<file path="config.mk">
export PLATFORM = sky130hd
export DESIGN_NAME = cordic_ci_sequencer
export DESIGN_NICKNAME = d
export VERILOG_FILES = /design/src/rtl/cordic_ci_sequencer.sv
export SDC_FILE = /design/constraint.sdc
export NUM_CORES = 1
export LEC_CHECK = 0
export BUFFER_PORTS_ARGS = -buffer_cell sky130_fd_sc_hd__buf_2
export CORE_AREA = 2 2 86 88
export CTS_CLUSTER_SIZE = 12
export DETAILED_ROUTE_END_ITERATION = 10
export DIE_AREA = 0 0 88 90
export HOLD_SLACK_MARGIN = 0.03
export PLACE_DENSITY_LB_ADDON = 0.08
export SETUP_SLACK_MARGIN = 0.4
export SYNTH_ARGS = -nofsm -noshare
export SYNTH_HDL_FRONTEND = slang
export SYNTH_SLANG_ARGS = --single-unit
</file>
<file path="constraint.sdc">
create_clock -name clk -period 1.6 [get_ports clk]
set_input_delay 0.24 -clock clk [delete_from_list [all_inputs] [get_ports clk]]
set_output_delay 0.24 -clock clk [all_outputs]
set_load 0.05 [all_outputs]
</file>
<file path="src/rtl/cordic_ci_sequencer.sv">
// Multicycle custom-instruction front-end for the pipelined CORDIC core:
// latches the operand, clocks the core until its pipeline flushes, then returns the result.
module cordic_ci_sequencer #(
    parameter int W   = 32,
    parameter int LAT = 19,
    parameter int CW  = 5
) (
    input  logic         clk,
    input  logic         rst,
    input  logic         clk_en,
    input  logic         start,
    input  logic [W-1:0] dataa,
    output logic [W-1:0] result,
    output logic         done,
    output logic         busy,
    output logic         overrun,
    output logic [W-1:0] core_dataa,
    output logic         core_clk_en,
    input  logic [W-1:0] core_result
);

    typedef enum logic [1:0] {
        IDLE,
        RUN,
        CAPT,
        DONE
    } state_t;

    localparam logic [CW-1:0] LAST_CNT = CW'(LAT - 1);

    state_t        state;
    logic [CW-1:0] cnt;

    // NOTE: combinational so the core advances on exactly the same enabled edges that the counter does.
    assign core_clk_en = (state == RUN) && clk_en;

    // NOTE: all state, including the operand and result registers, uses non-blocking assignments and is cleared by reset.
    always_ff @(posedge clk) begin
        if (rst) begin
            state      <= IDLE;
            cnt        <= '0;
            result     <= '0;
            done       <= 1'b0;
            busy       <= 1'b0;
            overrun    <= 1'b0;
            core_dataa <= '0;
        end else if (clk_en) begin
            case (state)
                IDLE: begin
                    if (start) begin
                        core_dataa <= dataa;
                        cnt        <= '0;
                        busy       <= 1'b1;
                        state      <= RUN;
                    end
                end
                RUN: begin
                    if (start) overrun <= 1'b1;
                    cnt <= cnt + 1'b1;
                    if (cnt == LAST_CNT) state <= CAPT;
                end
                CAPT: begin
                    if (start) overrun <= 1'b1;
                    result <= core_result;
                    done   <= 1'b1;
                    busy   <= 1'b0;
                    state  <= DONE;
                end
                DONE: begin
                    done <= 1'b0;
                    // A start in the done cycle is accepted immediately, with no idle gap.
                    if (start) begin
                        core_dataa <= dataa;
                        cnt        <= '0;
                        busy       <= 1'b1;
                        state      <= RUN;
                    end else begin
                        state <= IDLE;
                    end
                end
                default: state <= IDLE;
            endcase
        end
    end

endmodule

</file>
==> results of run 1 <==
flip-flops by register name (all words and copies together), names as in the netlist:
register	count
busy	1
state	2
done	1
result	32
overrun	1
core_dataa	32
cnt	5
logic make-up after synthesis:
logic type                 share of synthesized area, %
buffers and inverters                              5.05
xor gates and xnor gates                          0.313
and+or+nand+nor                                    22.8
muxes                                             0.716
DFF                                                53.0
adders and majority gates                          3.13
AOI/OAI and AO/OA                                  15.1
worst paths after layout:
| check | slack [ns] | cells after the start | to |
|---|---|---|---|
| setup reg to reg | 0.09 | 7 | core_dataa[2] |
| hold / removal | 0.12 | 3 | result[7] |
| setup / recovery | 0.09 | 4 | core_clk_en |
| hold reg to reg | 0.46 | 2 | core_dataa[14] |
stage by stage:
stage	hold slack, ns	cell area (um^2)	setup WS [ns]
finish	0.125	4980	0.0902
global placement	0.435	3600	0.167
CTS	0.0936	4320	0.103
global route	0.119	4980	0.0349
detailed placement	0.443	3600	0.103
floorplan	0.376	2900	0.166
what timing repair did:
action                     CTS  global route
resized for setup           56           186
cloned                       8             4
pin swaps                   13            44
hold endpoints to repair     0             0
setup endpoints to repair   77           123
setup buffers               15             3
routing by layer:
metal  wire length, um  track usage, %  up-vias
met2              4570            35.0      100
met5                 0               0        -
met4               125            6.15        0
met1              3850            26.6     1402
li1                  -               -     1446
met3               555            4.87       11
final cells by class:
cell class	instances	area, um^2
clock buffers	11	141
clock inverters	5	38.8
fillers	559	2040
inverters	6	30.0
multi-input cells	241	1720
flip-flops and latches	74	1490
well taps	99	124
repair buffers	171	1430
worst max-delay path, stage by stage (launching register included):
cell,delay (ns)
dfxtp_4,0.36
buf_6,0.12
ha_4,0.15
and2_4,0.16
buf_8,0.14
placed cells by master (no fill, tap or decap), drive strengths merged:
cell / count
clkbuf: 49
a311oi: 1
a221oi: 1
inv: 7
ha: 7
o21ai: 2
a2bb2oi: 1
a21oi: 68
nor2: 2
dfxtp: 74
and2: 2
buf: 133
nor2b: 1
and3b: 1
nand3b: 1
and3: 2
or3: 2
o31ai: 1
clkinvlp: 4
xor2: 1
nor3: 1
mux2i: 2
nand4: 2
a31oi: 1
nand2b: 1
a211oi: 2
nand4bb: 1
nand3: 3
nand2: 135
power breakdown:
| part | switching [mW] | leakage [nW] | internal, mW |
|---|---|---|---|
| Sequential | 0.0611 | 0.603 | 1.93 |
| Clock | 0.732 | 0.0782 | 0.612 |
| Combinational | 0.724 | 1.55 | 0.516 |
| Total | 1.52 | 2.23 | 3.05 |
==> results by group, run 1 <==
STA
  – Setup Skew: around 0.0094 ns
  – Slew headroom: a little under two thirds
  – Final setup violation count: 0
  – Max Clk Rate: ~660 MHz
  – RSZ-0062 raised after global routing: yes
  – Least-Margin Pin Slew: 0.547 ns
  – Sum Neg Setup Slack: 0 ns
  – Final hold vios: 0
  – Final number of max-transition violations: 0
  – Clock period minus worst slack: around 1.5 ns
  – Period utilization: a little over nine tenths

Finish
  – Nets: around 580
  – Util after Layout: between 70% and 80%
  – Proportion of layout cells with a drive suffix above 1: between 50% and 60%
  – Final Instance Count excl. Fillers: ~610
  – # diodes: 0
  – Layout area overhead: 78.1%

Placement
  – Port buffer count: between 100 and 150
  – Hpwl dp: between 4 and 5 mm
  – GP Congestion: 0.762
  – Inst Count DP: between 500 and 600

Synth
  – Yosys top cell by area: dfxtp_1
  – Ys Warns: 0
  – Cells after Synth: 345
  – Most instantiated library cell after synthesis: nand2_1
  – Unique masters post-synth: 33
  – Sequential area share after synthesis: approximately 53%
  – Ys async rst share: 0%
  – Ys flop type: dfxtp_1
  – FF+latch count, synth: 74
  – Syn Nets: 420
  – Mapped Avg Cell Area: 8.11 um^2
  – Mapped Area: 2800 um^2
  – Commonest cells post-synth: nand2_1, dfxtp_1, a21oi_1
  – Synth area leaders: dfxtp_1, nand2_1, a21oi_1
  – EDFF count, synth: 0
  – Top cell type's share of synthesized area: between 50 and 60%

Critical path
  – Crit path kind: reg -> out
  – WP data required: roughly 1.4 ns
  – Worst r2r src: state[1]
  – Worst Setup SP: state[0]
  – WP data arrival: 1.27 ns
  – Worst-path maximum fanout: 2
  – Type of origin of the critical path: register
  – Crit. End Element: output pin

Routing
  – Initial detailed-routing violation count: between 60 and 70
  – WL/cell: roughly 15 um
  – Drt drc: 0
  – Routed vias/inst: 4.87
  – Via count: 2,959
  – 1st-pass router iterations: 4
  – Antenna-violating nets left: 0
  – Final Routed Wirelength: a little over 9 mm

CTS
  – Root buf cell: clkbuf_8
  – CTS tree: built
  – CTS Buffer Depth: 2
  – Num Clock Sinks: 74
  – Clk_lat worst skew: ~0.34 ns
  – Clock slew at reported path FFs: roughly 0.09 ns
  – Total CTS buffers: 9
  – Hold buffers post-CTS: 0
  – H-tree depth: 3

Floorplanning
  – Rows: 31
  – Full die area: 7920 um^2
  – Die X: just under 90 um
  – Core area: about 7000 um^2
  – Chip Height: 90 um
  – Initial core utilization: between 30 and 40%
  – I/O Pins: about 140

Power
  – Total Power: ~4.6 mW
  – PwrDens: between 900 and 1000 nW/um^2
  – Pleak: about 2.2 nW
  – VDD IR max: around 0.52 mV

Global route
  – Largest net degree at the start of global routing: 38
  – Vias in the first global route: about 2.7k
  – Initial antenna violation count: 0
  – GRT Overall Usage: a little over a fifth
  – Total gr overflow: 0
  – First-pass GRT wire length: approximately 13 mm

Status
  – Status: complete, no violations

Min path
  – Worst min path class: in -> reg
  – Hold path start: core_result[7]

Run
  – Max cap viols: 0
Note: power is estimated with default switching activity, not from simulation.
==> inputs of run 2 (changes only) <==
Clock period 1.6 ns to 1.23 ns, I/O delays scaled along.
==> run 2 against run 1 <==
Net effect: the run now ends with setup timing left; clock skew shrank 0.0038 ns; cell count up 2.1%; clock-buffer cell count decreased by 1; sequential share of layout area is 1.4 points lower; critical path depth rose by 3; worst setup slack lost 0.35 ns; wire length up 5.2%; largest cell class is now non-clock buffers.
==> results by group, run 2 (synthesized netlist as in run 1, its figures left out) <==
Run
  – Max cap viols: 0

CTS
  – Clock slew at reported path FFs: roughly 0.08 ns
  – Num Clock Sinks: 74
  – CTS tree: built
  – Hold buffers post-CTS: 0
  – Clk_lat worst skew: approximately 0.34 ns
  – CTS Buffer Depth: 2
  – H-tree depth: 3
  – Root buf cell: clkbuf_8
  – Total CTS buffers: 9

STA
  – Final hold vios: 0
  – Final setup violation count: 73
  – Clock period minus worst slack: 1.49 ns
  – Least-Margin Pin Slew: roughly 0.34 ns
  – Period utilization: 121%
  – Setup Skew: ~0.0056 ns
  – RSZ-0062 raised after global routing: yes
  – Final number of max-transition violations: 0
  – Slew headroom: between 70 and 80%
  – Sum Neg Setup Slack: -12.07 ns
  – Setup WS post-layout: -0.264 ns
  – Max Clk Rate: ~670 MHz

Floorplanning
  – Die X: a little under 90 um
  – I/O Pins: between 100 and 150
  – Chip Height: roughly 90 um
  – Full die area: between 7000 and 8000 um^2
  – Initial core utilization: between 30% and 40%
  – Core area: between 7000 and 8000 um^2
  – Rows: 31

Global route
  – GRT Overall Usage: 21.8%
  – Largest net degree at the start of global routing: between 40 and 50
  – Vias in the first global route: ~2.9k
  – Initial antenna violation count: 0
  – First-pass GRT wire length: between 10 and 15 mm
  – Total gr overflow: 0

Routing
  – Via count: 3,047
  – Final Routed Wirelength: 9.58 mm
  – Initial detailed-routing violation count: around 70
  – Antenna-violating nets left: 0
  – 1st-pass router iterations: 4
  – WL/cell: between 15 and 20 um
  – Drt drc: 0
  – Routed vias/inst: 4.91

Finish
  – Finished Cell Area: 5520 um^2
  – Util after Layout: 78.6%
  – Most frequent cells in the layout: nand2_1, dfxtp_2, buf_2, buf_8, a21oi_1
  – Proportion of layout cells with a drive suffix above 1: 67.9%
  – Layout area overhead: 97.1%
  – # diodes: 0
  – Nets: between 500 and 600
  – Largest registers: core_dataa (32), result (32), cnt (5)
  – Most common cell after layout, fill and taps aside: nand2_1

Status
  – Status: finished with violations
  – Violated checks: setup timing

Critical path
  – Crit. End Element: register
  – Type of origin of the critical path: register
  – Cells on worst reg2reg path: 7
  – Max incr delay on CP: ~0.37 ns
  – Worst r2r src: state[1]
  – Crit-path slowest cell: dfxtp_4
  – Crit path kind: reg -> reg
  – Worst-path maximum fanout: 9
  – WP data arrival: between 1.5 and 2 ns
  – R2R Setup Slk: -0.26 ns
  – CP Cell Sequence: inv_4 > ha_4 > and3b_2 > buf_4 > buf_16 > nand2_1 > a21oi_1
  – WP data required: approximately 1.5 ns
  – Crit Reg-Reg Endpoint: core_dataa[21]

Power
  – PwrDens: between 1000 and 1500 nW/um^2
  – Pleak: around 2.4 nW
  – VDD IR max: 0.872 mV

Placement
  – Hpwl dp: approximately 4.8 mm
  – Port buffer count: between 100 and 150
  – Worst slack, placed: -0.211 ns
  – GP Congestion: roughly 0.80
  – Post-DP Area: around 3800 um^2

Min path
  – Worst min path class: in -> reg
  – Worst hold path depth: 3
  – End of the worst hold path: result[20]
  – Hold path start: core_result[20]
-- run 2: cell types whose count changed in the layout (fill, tap and decap cells not counted), sizes merged --
cell	change
clkbuf	-37
clkinvlp	-3
clkinv	+2
buf	+49
bufinv	+2
-- run 2: layer usage --
metal	part of all wire, %	global-route usage, %	vias up
met3	5.0	5.05	17
met4	1.7	8.46	0
met1	40	26.5	1458
met5	0	0	-
met2	53	36.8	101
li1	-	-	1471
-- run 2: how the worst max path moves through the flow --
stage	startpoint	endpoint	slack, ns	cells past startpoint
2_1_floorplan	state[0]	core_dataa[15]	-0.20	8
3_3_place_gp	state[1]	cnt[3]	-0.17	5
3_5_place_dp	state[1]	cnt[3]	-0.21	5
4_1_cts	state[1]	core_dataa[31]	-0.22	7
5_1_grt	state[1]	core_dataa[6]	-0.32	7
6_report	state[1]	core_dataa[21]	-0.26	7
-- run 2: report_power, final --
group          switching (mW)  total, mW  internal [mW]
Sequential              0.104       2.63           2.53
Combinational           0.904       1.70          0.794
Clock                   0.920       2.07           1.15
Total                    1.93       6.40           4.47
-- run 2: timing repair --
action / in CTS / in global routing
gates resized for setup: 268 / 115
endpoints found under the setup margin: 142 / 142
setup buffers: 12 / 9
gates cloned: 6 / 2
pin swaps: 6 / 28
-- run 2: final cells by class --
class / instances / area (um^2)
clock inverters: 6 / 90.1
flip-flops and latches: 74 / 1580
fillers: 453 / 1510
inverters: 6 / 27.5
clock buffers: 10 / 128
repair buffers: 184 / 1990
well taps: 99 / 124
multi-input cells: 241 / 1580
-- run 2: worst max-delay path, delay by kind of cell (launching register included) --
| kind | cells | cell delay, ns |
|---|---|---|
| AOI/OAI and AO/OA | 1 | 0.14 |
| adders and majority gates | 1 | 0.24 |
| buffers and inverters | 3 | 0.32 |
| DFF | 1 | 0.37 |
| and+or+nand+nor | 2 | 0.34 |
-- run 2: through the flow --
step,instances,power (mW),hold slack [ns]
6_report,620,6.40,0.0677
5_1_grt,620,6.67,0.0641
4_1_cts,609,6.26,0.0486
3_5_place_dp,575,3.75,0.431
3_3_place_gp,575,3.74,0.425
2_1_floorplan,345,3.40,0.320
==> inputs of run 3 (changes only) <==
Settings changed: HOLD_SLACK_MARGIN 0.03 to 0.15.
==> run 3 against run 2 <==
Net effect: the run still ends with setup timing left; utilization rose by 7.0 points; total power rose by 2.4%; clock-buffer cell count did not move; clock skew rose by 0.0017 ns; non-clock buffer count rose by 65; via count rose by 10%; die area did not move; critical path depth did not move; worst hold slack improved by 0.045 ns; design area rose by 8.8%; flip-flop and latch count did not move; global-route usage rose by 5.3 points.
==> results by group, run 3 (synthesized netlist as in run 1, its figures left out) <==
Finish
  – Most common cell after layout, fill and taps aside: nand2_1
  – # diodes: 0
  – Nets: around 660
  – Layout area overhead: 115%
  – Most frequent cells in the layout: nand2_1, dfxtp_2, buf_2
  – Finished Cell Area: 6000 um^2
  – Proportion of layout cells with a drive suffix above 1: a little under three fifths
  – Final Instance Count excl. Fillers: 685
  – Util after Layout: 85.5%
  – Largest registers: core_dataa (32), result (32), cnt (5)

Status
  – Violated checks: setup timing
  – Status: finished with violations

STA
  – Slew headroom: 77.3%
  – Final number of max-transition violations: 0
  – Period utilization: 123%
  – Clock period minus worst slack: 1.52 ns
  – Final setup violation count: 73
  – RSZ-0062 raised after global routing: yes
  – Least-Margin Pin Slew: 0.340 ns
  – Setup Skew: about 0.0073 ns
  – Max Clk Rate: between 600 and 700 MHz
  – Final hold vios: 0
  – Setup WS post-layout: -0.286 ns

Floorplanning
  – Die X: 88 um
  – Rows: 31
  – Initial core utilization: 39.9%
  – Full die area: about 8000 um^2
  – Core area: between 7000 and 8000 um^2
  – Chip Height: 90 um
  – I/O Pins: approximately 140

Critical path
  – Type of origin of the critical path: register
  – WP data arrival: about 1.8 ns
  – Crit path kind: reg -> reg
  – WP data required: about 1.5 ns
  – Crit Reg-Reg Endpoint: core_dataa[23]
  – Crit. End Element: register
  – R2R Setup Slk: -0.29 ns
  – Cells on worst reg2reg path: 7
  – Worst r2r src: state[1]
  – Worst-path maximum fanout: 9

Power
  – Pleak: 2.48 nW
  – VDD IR max: between 0.7 and 0.8 mV
  – PwrDens: between 1000 and 1500 nW/um^2
  – Total Power: roughly 6.6 mW

CTS
  – Root buf cell: clkbuf_8
  – Total CTS buffers: 9
  – Hold buffers post-CTS: 64
  – Num Clock Sinks: between 70 and 80
  – H-tree depth: 3
  – CTS Buffer Depth: 2
  – CTS tree: built
  – Clk_lat worst skew: roughly 0.33 ns
  – Clock slew at reported path FFs: about 0.080 ns

Routing
  – Via count: 3,358
  – Initial detailed-routing violation count: between 90 and 100
  – Antenna-violating nets left: 0
  – Drt drc: 0
  – WL/cell: ~17 um
  – 1st-pass router iterations: 5
  – Final Routed Wirelength: around 12 mm
  – Routed vias/inst: 4.90

Min path
  – Hold path start: rst
  – Worst hold path depth: 2
  – End of the worst hold path: done
  – Worst min path class: in -> reg

Placement
  – Worst slack, placed: -0.211 ns
  – Hpwl dp: ~4.8 mm
  – GP Congestion: ~0.80
  – Inst Count DP: 575
  – Port buffer count: roughly 140
  – Post-DP Area: ~3800 um^2

Global route
  – GRT Overall Usage: 27.1%
  – First-pass GRT wire length: 16.7 mm
  – Total gr overflow: 0
  – Vias in the first global route: 3,545
  – Largest net degree at the start of global routing: 42
  – Initial antenna violation count: 0

Run
  – Max cap viols: 0
==> run 3: cell count changes in the layout (fill, tap and decap cells not counted), sizes merged <==
cell	change
bufbuf	+1
dlygate4sd3	+64
==> run 3: timing repair <==
action / 4_1_cts / 5_1_grt
endpoints found under the setup margin: 142 / 142
hold endpoints to repair: 65 / 1
pin swaps: 6 / 4
resized for setup: 268 / 72
buffers inserted: 12 / 10
gates cloned: 6 / 2
==> run 3: cell type report <==
class / instances / area (um^2)
Fill cell: 341 / 1020
Clock inverter: 6 / 90.1
Clock buffer: 10 / 128
Multi-Input combinational cell: 241 / 1420
Tap cell: 99 / 124
Timing Repair Buffer: 249 / 2640
Inverter: 6 / 27.5
Sequential cell: 74 / 1580
==> run 3: worst max-delay path by stage <==
| stage | slack (ns) | end | from |
|---|---|---|---|
| 6_report | -0.29 | core_dataa[23] | state[1] |
| 4_1_cts | -0.22 | core_dataa[31] | state[1] |
| 2_1_floorplan | -0.20 | core_dataa[15] | state[0] |
| 5_1_grt | -0.33 | core_dataa[23] | state[1] |
| 3_3_place_gp | -0.17 | cnt[3] | state[1] |
| 3_5_place_dp | -0.21 | cnt[3] | state[1] |
==> run 3: power breakdown <==
group	total [mW]	leakage (nW)	internal [mW]	switching (mW)
Clock	2.08	0.107	1.15	0.928
Sequential	2.63	0.634	2.53	0.107
Combinational	1.84	1.74	0.915	0.928
Total	6.56	2.48	4.59	1.96
==> run 3: metrics by stage <==
step           hold WS, ns  setup TNS (ns)
2_1_floorplan        0.320           -6.55
3_3_place_gp         0.425           -5.73
3_5_place_dp         0.431           -8.13
4_1_cts             0.0977          -12.98
5_1_grt              0.125          -17.66
6_report             0.113          -13.99
==> run 3: routing by layer <==
| metal | up-vias | track usage [%] | share of wire [%] |
|---|---|---|---|
| li1 | 1598 | - | - |
| met1 | 1568 | 27.9 | 36 |
| met2 | 151 | 49.9 | 54 |
| met3 | 41 | 6.98 | 6.2 |
| met4 | 0 | 12.2 | 3.4 |
| met5 | - | 0 | 0 |
==> run 3: worst max-delay path, cell delays in order (launching register included) <==
cell,delay (ns)
dfxtp_4,0.37
inv_4,0.05
ha_4,0.24
and3b_2,0.28
buf_4,0.13
buf_12,0.12
nand2_1,0.08
a21oi_2,0.16
